File: src/rtl/run_dump_monitor_pkg.sv
// Shared types and constants for the run/dump monitor.
package run_dump_pkg;

    typedef enum logic [2:0] {
        IDLE,
        RUN,
        DUMP_REG,
        DUMP_MEM,
        DONE
    } state_t;

    localparam int          REG_COUNT        = 32;
    localparam int          WORD_BYTES       = 4;
    localparam logic [31:0] DEF_DATA_START   = 32'h1000_8000;
    localparam int          DEF_DATA_BYTES   = 1024;

    // Number of words in one complete dump (registers, memory, optional checksum).
    function automatic int dump_words(input int data_bytes, input bit with_csum);
        return REG_COUNT + data_bytes / WORD_BYTES + (with_csum ? 1 : 0);
    endfunction

endpackage

File: src/rtl/run_dump_monitor_if.sv
// Valid/ready word stream carrying the architectural-state dump.
interface run_dump_monitor_if;
    logic        valid;
    logic        ready;
    logic [31:0] data;
    logic        last;

    modport master (output valid, output data, output last, input ready);
    modport slave  (input valid, input data, input last, output ready);
endinterface

File: src/rtl/run_dump_monitor_out_stage.sv
// Registered valid/ready output register. A load presents a new word (and
// its last flag); the word is held unchanged until the next load or clear.
module dump_out_stage (
    input  logic        clk,
    input  logic        rst,
    input  logic        load,
    input  logic        clear,
    input  logic [31:0] load_data,
    input  logic        load_last,
    output logic        valid,
    output logic [31:0] data,
    output logic        last
);

    // Output word register: clear wins over load so the final transfer empties the stage.
    always_ff @(posedge clk or posedge rst) begin
        if (rst) begin
            valid <= 1'b0;
            data  <= '0;
            last  <= 1'b0;
        end else if (clear) begin
            valid <= 1'b0;
            last  <= 1'b0;
        end else if (load) begin
            valid <= 1'b1;
            data  <= load_data;
            last  <= load_last;
        end
    end

endmodule

File: src/rtl/run_dump_monitor.sv
// Run/dump monitor: watches the core PC until the exit point (or timeout),
// then streams out the 32 GPRs followed by every data-memory word.
// Optional: define RUN_DUMP_CHECKSUM_EN to append an XOR checksum word
// (XOR of all dumped words, XOR'd with the run cycle count).
module run_dump_monitor
    import run_dump_pkg::*;
#(
    parameter int          DATA_BYTES   = DEF_DATA_BYTES,
    parameter logic [31:0] DATA_START   = DEF_DATA_START,
    parameter int          TIMEOUT      = 100,
    parameter int          DRAIN_INSTRS = 4
) (
    input  logic                  clk,
    input  logic                  rst,
    input  logic                  arm_i,
    input  logic [31:0]           exit_addr_i,
    input  logic [31:0]           pc_i,
    output logic [4:0]            rf_addr_o,
    input  logic [31:0]           rf_data_i,
    output logic [31:0]           dm_addr_o,
    input  logic [31:0]           dm_rdata_i,
    run_dump_monitor_if.master    out,
    output logic                  busy_o,
    output logic                  done_o,
    output logic                  timeout_o,
    output logic [31:0]           cycles_o
);

    localparam int          MEM_WORDS    = DATA_BYTES / WORD_BYTES;
`ifdef RUN_DUMP_CHECKSUM_EN
    localparam int          MEM_LAST     = MEM_WORDS;      // checksum sits one past the memory words
`else
    localparam int          MEM_LAST     = MEM_WORDS - 1;
`endif
    localparam logic [31:0] MEM_WORDS_W  = 32'(MEM_WORDS);
    localparam logic [31:0] MEM_LAST_W   = 32'(MEM_LAST);
    localparam logic [31:0] REG_LAST_W   = 32'(REG_COUNT - 1);
    localparam logic [31:0] TIMEOUT_W    = 32'(TIMEOUT);
    localparam logic [31:0] DRAIN_BYTES  = 32'(WORD_BYTES * DRAIN_INSTRS);

    generate
        if ((DATA_BYTES % WORD_BYTES) != 0 || DATA_BYTES < WORD_BYTES) begin : g_bad_size
            $error("run_dump_monitor: DATA_BYTES must be a positive multiple of 4");
        end
    endgenerate

    state_t      state_q, state_d;
    logic [31:0] target_q, target_d;
    logic [31:0] cycles_q, cycles_d;
    logic        timeout_q, timeout_d;
    logic [31:0] idx_q, idx_d;
`ifdef RUN_DUMP_CHECKSUM_EN
    logic [31:0] csum_q, csum_d;
`endif

    logic        xfer;
    logic        load, clear, load_last;
    logic [31:0] load_data;
    logic [31:0] mem_fetch;

    assign xfer = out.valid && out.ready;

    // State and counter registers.
    always_ff @(posedge clk or posedge rst) begin
        if (rst) begin
            state_q   <= IDLE;
            target_q  <= '0;
            cycles_q  <= '0;
            timeout_q <= 1'b0;
            idx_q     <= '0;
        end else begin
            state_q   <= state_d;
            target_q  <= target_d;
            cycles_q  <= cycles_d;
            timeout_q <= timeout_d;
            idx_q     <= idx_d;
        end
    end

`ifdef RUN_DUMP_CHECKSUM_EN
    // Running XOR of every word that has left the stream.
    always_ff @(posedge clk or posedge rst) begin
        if (rst) csum_q <= '0;
        else     csum_q <= csum_d;
    end
`endif

    // Read-port addressing. The address looks one word ahead during a
    // transfer so the next word is loaded on the same edge (1 word/cycle);
    // on the last register transfer this briefly points at DATA_START.
    always_comb begin
        rf_addr_o = '0;
        dm_addr_o = '0;
        mem_fetch = xfer ? idx_q + 32'd1 : idx_q;
        case (state_q)
            DUMP_REG: begin
                if (xfer && idx_q == REG_LAST_W) dm_addr_o = DATA_START;
                else if (xfer)                   rf_addr_o = idx_q[4:0] + 5'd1;
                else                             rf_addr_o = idx_q[4:0];
            end
            DUMP_MEM: begin
                if (mem_fetch < MEM_WORDS_W) dm_addr_o = DATA_START + (mem_fetch << 2);
            end
            default: ;
        endcase
    end

    // Next-state logic: arming, run/timeout tracking and dump sequencing.
    always_comb begin
        state_d   = state_q;
        target_d  = target_q;
        cycles_d  = cycles_q;
        timeout_d = timeout_q;
        idx_d     = idx_q;
        load      = 1'b0;
        clear     = 1'b0;
        load_data = rf_data_i;
        load_last = 1'b0;
`ifdef RUN_DUMP_CHECKSUM_EN
        csum_d    = csum_q;
        if (xfer) csum_d = csum_q ^ out.data;
`endif
        case (state_q)
            IDLE, DONE: begin
                if (arm_i) begin
                    state_d   = RUN;
                    target_d  = exit_addr_i + DRAIN_BYTES;
                    cycles_d  = '0;
                    timeout_d = 1'b0;
                    idx_d     = '0;
`ifdef RUN_DUMP_CHECKSUM_EN
                    csum_d    = '0;
`endif
                end
            end
            RUN: begin
                // Hit takes priority; cycles hold on the hit edge.
                if (pc_i == target_q) begin
                    state_d   = DUMP_REG;
                    idx_d     = '0;
                    load      = 1'b1;
                    load_data = rf_data_i;
                end else begin
                    cycles_d = cycles_q + 32'd1;
                    if (cycles_d == TIMEOUT_W) begin
                        state_d   = DONE;
                        timeout_d = 1'b1;
                    end
                end
            end
            DUMP_REG: begin
                if (xfer) begin
                    load = 1'b1;
                    if (idx_q == REG_LAST_W) begin
                        state_d   = DUMP_MEM;
                        idx_d     = '0;
                        load_data = dm_rdata_i;
                        load_last = (MEM_LAST_W == 32'd0);
                    end else begin
                        idx_d     = idx_q + 32'd1;
                        load_data = rf_data_i;
                    end
                end
            end
            DUMP_MEM: begin
                if (xfer) begin
                    if (out.last) begin
                        state_d = DONE;
                        idx_d   = '0;
                        clear   = 1'b1;
                    end else begin
                        idx_d     = idx_q + 32'd1;
                        load      = 1'b1;
                        load_last = (idx_q + 32'd1 == MEM_LAST_W);
                        load_data = dm_rdata_i;
`ifdef RUN_DUMP_CHECKSUM_EN
                        if (idx_q + 32'd1 == MEM_WORDS_W)
                            load_data = csum_q ^ out.data ^ cycles_q;
`endif
                    end
                end
            end
            default: state_d = IDLE;
        endcase
    end

    dump_out_stage u_out (
        .clk       (clk),
        .rst       (rst),
        .load      (load),
        .clear     (clear),
        .load_data (load_data),
        .load_last (load_last),
        .valid     (out.valid),
        .data      (out.data),
        .last      (out.last)
    );

    assign busy_o    = (state_q == RUN) || (state_q == DUMP_REG) || (state_q == DUMP_MEM);
    assign done_o    = (state_q == DONE);
    assign timeout_o = timeout_q;
    assign cycles_o  = cycles_q;

endmodule
File: src/flat_wrapper.sv
// flat-port wrapper written by rule: the top's interface ports become plain ports
module run_dump_monitor_flat import run_dump_pkg::*;
#(
    parameter int          DATA_BYTES   = DEF_DATA_BYTES,
    parameter logic [31:0] DATA_START   = DEF_DATA_START,
    parameter int          TIMEOUT      = 100,
    parameter int          DRAIN_INSTRS = 4
)
  (clk, rst, arm_i, exit_addr_i, pc_i, rf_addr_o, rf_data_i, dm_addr_o, dm_rdata_i, busy_o, done_o, timeout_o, cycles_o, out_valid, out_data, out_last, out_ready);
  run_dump_monitor_if out_i ();
  input  logic clk;
  input  logic rst;
  input  logic arm_i;
  input  logic [31:0] exit_addr_i;
  input  logic [31:0] pc_i;
  output logic [4:0] rf_addr_o;
  input  logic [31:0] rf_data_i;
  output logic [31:0] dm_addr_o;
  input  logic [31:0] dm_rdata_i;
  output logic busy_o;
  output logic done_o;
  output logic timeout_o;
  output logic [31:0] cycles_o;
  output wire logic [$bits(out_i.valid)-1:0] out_valid;
  output wire logic [$bits(out_i.data)-1:0] out_data;
  output wire logic [$bits(out_i.last)-1:0] out_last;
  input wire logic [$bits(out_i.ready)-1:0] out_ready;
  assign out_valid = out_i.valid;
  assign out_data = out_i.data;
  assign out_last = out_i.last;
  assign out_i.ready = out_ready;
  run_dump_monitor #(.DATA_BYTES(DATA_BYTES), .DATA_START(DATA_START), .TIMEOUT(TIMEOUT), .DRAIN_INSTRS(DRAIN_INSTRS)) u_core (.clk(clk), .rst(rst), .arm_i(arm_i), .exit_addr_i(exit_addr_i), .pc_i(pc_i), .rf_addr_o(rf_addr_o), .rf_data_i(rf_data_i), .dm_addr_o(dm_addr_o), .dm_rdata_i(dm_rdata_i), .out(out_i), .busy_o(busy_o), .done_o(done_o), .timeout_o(timeout_o), .cycles_o(cycles_o));
endmodule
File: config.mk
export PLATFORM = sky130hd
export DESIGN_NAME = run_dump_monitor_flat
export DESIGN_NICKNAME = d
export VERILOG_FILES = /design/src/rtl/run_dump_monitor_pkg.sv /design/src/rtl/run_dump_monitor_if.sv /design/src/rtl/run_dump_monitor_out_stage.sv /design/src/rtl/run_dump_monitor.sv /design/src/flat_wrapper.sv
export SDC_FILE = /design/constraint.sdc
export NUM_CORES = 1
export LEC_CHECK = 0
export ABC_AREA = 0
export CAP_MARGIN = 20
export CORE_ASPECT_RATIO = 0.8
export CORE_MARGIN = 5
export CORE_UTILIZATION = 54
export DETAILED_ROUTE_END_ITERATION = 8
export PLACE_DENSITY_LB_ADDON = 0.05
export RECOVER_POWER = 25
export SLEW_MARGIN = 20
export SYNTH_ARGS = -nofsm -noshare
export SYNTH_HDL_FRONTEND = slang
export SYNTH_SLANG_ARGS = --single-unit
export TNS_END_PERCENT = 30
File: constraint.sdc
create_clock -name clk -period 8.4 [get_ports clk]
set_input_delay 0.84 -clock clk [delete_from_list [all_inputs] [get_ports clk]]
set_output_delay 0.84 -clock clk [all_outputs]
set_load 0.01 [all_outputs]
==> out/qor.yml, run 1 <==
place:
  finalWeightedCongestion: 0.9465
  port_buffers: 217
  dpl.hpwl_microns: 21140
  dpl.cell_count: 1499
worst_setup_path:
  critPathLaunchType: "flop"
  crit_start: "u_core.idx_q[0]"
  r2r.worst_path.cells: 6
  worstPathRequired_ns: 7.56
  crit_fanout: 12
  endpoint_kind: "output port"
  critPathArrivalTime_ns: 4.56
  r2r_start: "u_core.state_q[0]"
  path_class: "flop to output port"
  regToRegSetupSlack_ns: 4.59
cts:
  clk_pin_slew_ns: 0.06
  cts_hold_buf: 0
  cts_setup_buffers: 0
  post_cts_resize_count: 0
  cts_root_buffer: "clkbuf_16"
  clockBufferDepth: 2
  cts_tree: "done"
  cts_sinks: 134
  numCtsBuffers: 17
  clkLatencyLatePin_ns: 0.43
  ctsHtreeMaxLevel: 4
timing:
  clock_skew_ns: 0.01030
  slew_violations: 106
  hold_ws_ns: 0.5018
  max_freq_mhz: 185.2
  fin_crit_sh_pct: 64.29
  relSlewSlack_pct: -84.56
  worst_pin_slew_ns: 2.753
  hold_viol: 0
  finalSetupTns_ns: 0
  rsz0062_at_grt: "false"
  fin_crit_ns: 5.400
  final-setup-viol-count: 0
global_route:
  grt_pass1_vias: 8668
  antenna_found_initial: 3
  grt_pass1_wl_microns: 46650
  grt_overflow: 0
  grtUsageTotal_pct: 29.17
  grt_start_max_net_pins: 77
min_path:
  hold_start: "u_core.target_q[0]"
  hp-class: "flop to flop"
  hold_path_depth: 2
die:
  dieArea_sq_um: 20040
  start_util_pct: 54.42
  core_sq_um: 17160
  rows: 43
  ios: 238
  die_width_microns: 157.0
  die_h_microns: 127.6
flow_run:
  drv_cap: 2
finish:
  finalNonFillerCells: 1533
  area_growth_pct: 28.94
  fin_nets: 1432
  drive_above_1_share_pct: 5.891
power_and_ir_drop:
  p_per_area_nw_per_um2: 141.2
  ir_worst_vdd_v: 0.0001119
  p_leak_nw: 4.882
logic_synthesis:
  synth.most_common_cell: "dfrtp_1"
  syn_area_sq_um: 9340
  synthArstFlopShare_pct: 100.0
  synth_edf_count: 0
  synth.area.top_cells: "dfrtp_1, o21ai_0, xor2_1"
  syn_area_per_cell_sq_um: 8.215
  ys_types: 77
  synth_top_cell_by_area: "dfrtp_1"
  yosysSeqAreaShare_pct: 35.90
  synth_top_area_share_pct: 35.90
  synthTopCellsByCount: "dfrtp_1, nor2_1, o21ai_0"
  postSynthCellCount: 1137
  synth_flop_cell: "dfrtp_1"
  ys_warn_count: 0
  synth_seq_cells: 134
route:
  routedWlPerCell_microns: 19.17
  drt_iter0_markers: 749
  remaining_drc_errors: 0
  vias: 9094
  drtPass1Iterations: 8
  ant_nets: 0
  wl_microns: 29380
  drt-vias-per-instance: 5.932
status:
  status: "complete, but fails checks"
  violations: "capacitance limit, slew limit"
final timing paths:
check                                      end
max in group asynchronous     u_core.idx_q[29]
min                         u_core.target_q[0]
min reg2reg                 u_core.target_q[0]
max                               dm_addr_o[3]
max reg2reg                u_core.cycles_o[21]
min in group asynchronous  u_core.target_q[30]
final cells by class:
type | count | area (sq um)
well taps | 225 | 281.5
multi-input cells | 900 | 5489
inverters | 17 | 65.06
fillers | 1403 | 5120
clock buffers | 22 | 484.2
flip-flops and latches | 134 | 3353
clock inverters | 10 | 142.6
repair buffers | 224 | 2225
diodes | 1 | 2.502
registers in the layout, indices dropped and copies added, names as in the netlist:
name and cells:
u_core.u_out.data 32, u_core.idx_q 32, u_core.cycles_o 32, u_core.state_q 3, u_core.timeout_o 1, u_core.u_out.last 1, u_core.target_q 32, u_core.u_out.valid 1
per-stage QoR:
stage	setup slack (ns)	instance area [sq um]	total power [mW]	util, %
after floorplan	3.977	9412	0.7900	-
after global placement	3.232	11410	0.9034	66.49
after detailed placement	3.121	11410	0.9070	66.49
after CTS	3.041	12040	1.709	70.15
after global routing	2.742	12040	1.761	70.17
final	3.000	12040	1.701	70.17
layout by cell type, fill, tap and decap left out, types with 10 or more instances in the layout:
cell and count:
nor3_1 28, o31ai_1 40, nor2b_1 14, nand3_1 55
nor2_1 124, inv_1 15, and4_1 10, nand2_1 101
nor4_1 26, conb_1 20, and3_1 16, mux2i_1 33
clkbuf_16 17, xnor2_1 39, o41ai_1 11, dfrtp_1 134
xor2_1 60, nand4_1 34, a21oi_1 51, clkdlybuf4s50_1 214
o21ai_0 109
cells by family after synthesis:
group                      synth area share, %
muxes                                    3.537
xor gates and xnor gates                 9.283
adders and majority gates               0.8037
other                                  0.04015
and+or+nand+nor                          27.19
AOI/OAI and AO/OA                        16.85
buffers and inverters                    6.390
DFF                                      35.90
layer usage:
layer	GRT usage [%]	routed length [microns]
met1	39.09	12240
met2	45.11	13520
met3	11.31	3180
met4	6.576	417
met5	0	19
power by group:
group	leakage (nW)	internal [mW]	total [mW]	switching (mW)
Clock	0.307	0.501	0.804	0.303
Combinational	2.82	0.111	0.196	0.0847
Sequential	1.76	0.664	0.701	0.0377
critical path: stages (launching register included):
cell	delay, ns
dfrtp_1	0.51
ha_1	0.38
and4_2	0.34
nand3_1	0.40
nor2_1	0.25
xor2_1	0.10
or4_1	0.61
nor4_4	0.30
o2111ai_2	0.42
nor2_2	0.24
clkdlybuf4s50_1	0.57
Note: power is estimated with default switching activity, not from simulation.
==> run 2: changes to the inputs <==
--- a/config.mk
+++ b/config.mk
@@ -9,7 +9,7 @@
 export CAP_MARGIN = 20
 export CORE_ASPECT_RATIO = 0.8
 export CORE_MARGIN = 5
-export CORE_UTILIZATION = 54
+export CORE_UTILIZATION = 46
 export DETAILED_ROUTE_END_ITERATION = 8
 export PLACE_DENSITY_LB_ADDON = 0.05
 export RECOVER_POWER = 25
==> constraint.sdc (replaced) <==
create_clock -name clk -period 4.7 [get_ports clk]
set_input_delay 0.47 -clock clk [delete_from_list [all_inputs] [get_ports clk]]
set_output_delay 0.47 -clock clk [all_outputs]
set_load 0.01 [all_outputs]
==> out/qor.yml, run 2 (synthesis results as in run 1) <==
route:
  routedWlPerCell_microns: 18.62  # -2.8%
  drt-vias-per-instance: 5.647  # -4.8%
  vias: 8956  # -1.5%
  drtPass1Iterations: 6  # -2
  wl_microns: 29540  # +0.53%
  drt_iter0_markers: 833  # +11%
  ant_nets: 0  # unchanged
  remaining_drc_errors: 0  # unchanged
worst_setup_path:
  r2r.worst_path.cells: 8  # +2
  regToRegSetupSlack_ns: 1.30  # -3.29 ns
  critPathLaunchType: "flop"
  slowest_stage: "clkdlybuf4s50_1"
  critPathArrivalTime_ns: 4.02  # -0.54 ns
  worstPathRequired_ns: 4.23  # -3.33 ns
  r2r_start: "u_core.cycles_o[3]"
  r2r_end: "u_core.timeout_o"
  cp_cell_sequence: "ha_2 -> and4_2 -> nand3_1 -> buf_4 -> o31ai_1 -> nand4b_1 -> a21o_1 -> a221oi_2 -> o2111ai_4 -> nor2_2 -> clkdlybuf4s50_1"
  crit_buf_inv: 2  # +1
  path_class: "flop to output port"
  crit_fanout: 12  # unchanged
  cpPeakStageDelay_ns: 0.55  # -0.06 ns
  path_delay_family: "compound AO/OA/AOI/OAI gates"
  endpoint_kind: "output port"
die:
  core_sq_um: 19910  # +16%
  rows: 46  # +7.0%
  die_h_microns: 137.5  # +7.7%
  start_util_pct: 46.90  # -7.5 points
  die_width_microns: 169.3  # +7.8%
  ios: 238  # unchanged
  dieArea_sq_um: 23270  # +16%
global_route:
  antenna_found_initial: 1  # -2
  grtUsageTotal_pct: 25.29  # -3.9 points
  grt_start_max_net_pins: 84  # +9.1%
  grt_pass1_wl_microns: 46960  # +0.67%
  grt_overflow: 0  # unchanged
  grt_pass1_vias: 8507  # -1.9%
finish:
  fin_nets: 1445  # +0.91%
  layout_common_cells: "clkdlybuf4s50_1, dfrtp_1, nor2_1, o21ai_0, nand2_1"
  area_growth_pct: 30.45
  post-route-util_pct: 61.18  # -9.0 points
  drive_above_1_share_pct: 7.273  # +1.4 points
  final_common_cell: "clkdlybuf4s50_1"
cts:
  cts_tree: "done"
  cts_root_buffer: "clkbuf_16"
  cts_hold_buf: 0  # unchanged
  clockBufferDepth: 2  # unchanged
  clk_pin_slew_ns: 0.06  # about the same
  clkLatencyLatePin_ns: 0.43  # about the same
  cts_sinks: 134  # unchanged
  numCtsBuffers: 17  # unchanged
  ctsHtreeMaxLevel: 4  # unchanged
min_path:
  hp-class: "flop to flop"
  hold_start: "u_core.target_q[1]"
  hold-path-endpoint: "u_core.target_q[1]"
  hold_path_depth: 2  # unchanged
timing:
  fin_crit_sh_pct: 95.47
  clock_skew_ns: 0.009737  # -0.0005676 ns
  worst_pin_slew_ns: 3.270  # +0.5162 ns
  max_freq_mhz: 222.9
  final-setup-viol-count: 0  # unchanged
  setup_ws_ns: 0.2128  # -2.787 ns
  finalSetupTns_ns: 0  # unchanged
  slew_violations: 84  # -21%
  fin_crit_ns: 4.487
  rsz0062_at_grt: "false"
  relSlewSlack_pct: -118.0  # -33 points
  hold_viol: 0  # unchanged
power_and_ir_drop:
  p_per_area_nw_per_um2: 242.9  # +72%
  combPwrFrac_pct: 11.7  # +0.2 points
  p_sw_mw: 0.7764  # +83%
  ir_worst_vdd_v: 0.0001696  # +52%
  p_int_mw: 2.183  # +71%
  p_sw_share_pct: 26.24  # +1.2 points
  power_frac_seq_pct: 42.3  # +1.1 points
  p_clk_share_pct: 45.9  # -1.4 points
  p_leak_nw: 4.933  # +1.0%
place:
  port_buffers: 217  # unchanged
  dpl.hpwl_microns: 21580  # +2.1%
  finalWeightedCongestion: 0.9609  # +1.5%
  pre_cts_slack_ns: 0.3590  # -2.762 ns
flow_run:
  drv_cap: 1  # -1
status:
  status: "complete, but fails checks"
  violations: "capacitance limit, slew limit"
==> run 2: through the flow <==
| step | total power, mW | hold slack (ns) | instance area, sq um | cells |
|---|---|---|---|---|
| 2_1_floorplan | 1.412 | 0.4655 | 9412 | 1156 |
| 3_3_place_gp | 1.620 | 0.4813 | 11550 | 1550 |
| 3_5_place_dp | 1.622 | 0.4876 | 11550 | 1550 |
| 4_1_cts | 2.989 | 0.5024 | 12150 | 1582 |
| 5_1_grt | 3.075 | 0.5262 | 12180 | 1585 |
| 6_report | 2.959 | 0.4966 | 12180 | 1586 |
==> run 2: power groups by stage <==
stage               Combinational, mW  Sequential (mW)  Clock, mW
floorplan                       0.159             1.25          0
global placement                0.348             1.27          0
detailed placement              0.350             1.27          0
CTS                             0.352             1.25       1.39
global route                    0.378             1.26       1.44
finish                          0.347             1.25       1.36
==> run 2: final cells by class <==
type / count / area, sq um
Clock inverter: 14 / 151.4
Antenna cell: 2 / 5.005
Timing Repair Buffer: 237 / 2317
Multi-Input combinational cell: 900 / 5523
Clock buffer: 18 / 439.2
Inverter: 17 / 63.81
Sequential cell: 134 / 3354
Tap cell: 264 / 330.3
Fill cell: 1841 / 7730
==> run 2: tightest hold or removal path, cell delays in order, from the launching register on <==
cell     delay, ns
dfrtp_1       0.35
nand2_1       0.06
nand2_1       0.06
==> run 2: worst max-delay path by stage <==
stage / to / cells past startpoint / start / slack (ns)
final: dm_addr_o[17] / 11 / u_core.idx_q[0] / 0.21
after global routing: dm_addr_o[8] / 9 / u_core.idx_q[23] / 0.0006
after CTS: dm_addr_o[16] / 11 / u_core.idx_q[0] / 0.11
after detailed placement: dm_addr_o[8] / 9 / out_ready / 0.36
after global placement: dm_addr_o[6] / 9 / out_ready / 0.44
after floorplan: u_core.cycles_o[0] / 1 / rst / 0.65
==> run 2: repair_timing <==
action,4_1_cts,5_1_grt
gates resized for setup,1,5
setup endpoints to repair,1,12
hold endpoints to repair,0,0
gates cloned,0,0
setup buffers,0,2
pin swaps,0,1
==> run 2: per-layer routing <==
| layer | track usage [%] | vias up | routed length, microns |
|---|---|---|---|
| met3 | 9.466 | 23 | 2780 |
| met1 | 34.11 | 4211 | 12960 |
| li1 | - | 4387 | - |
| met4 | 6.437 | 0 | 301 |
| met5 | 0 | - | 0 |
| met2 | 38.63 | 335 | 13490 |
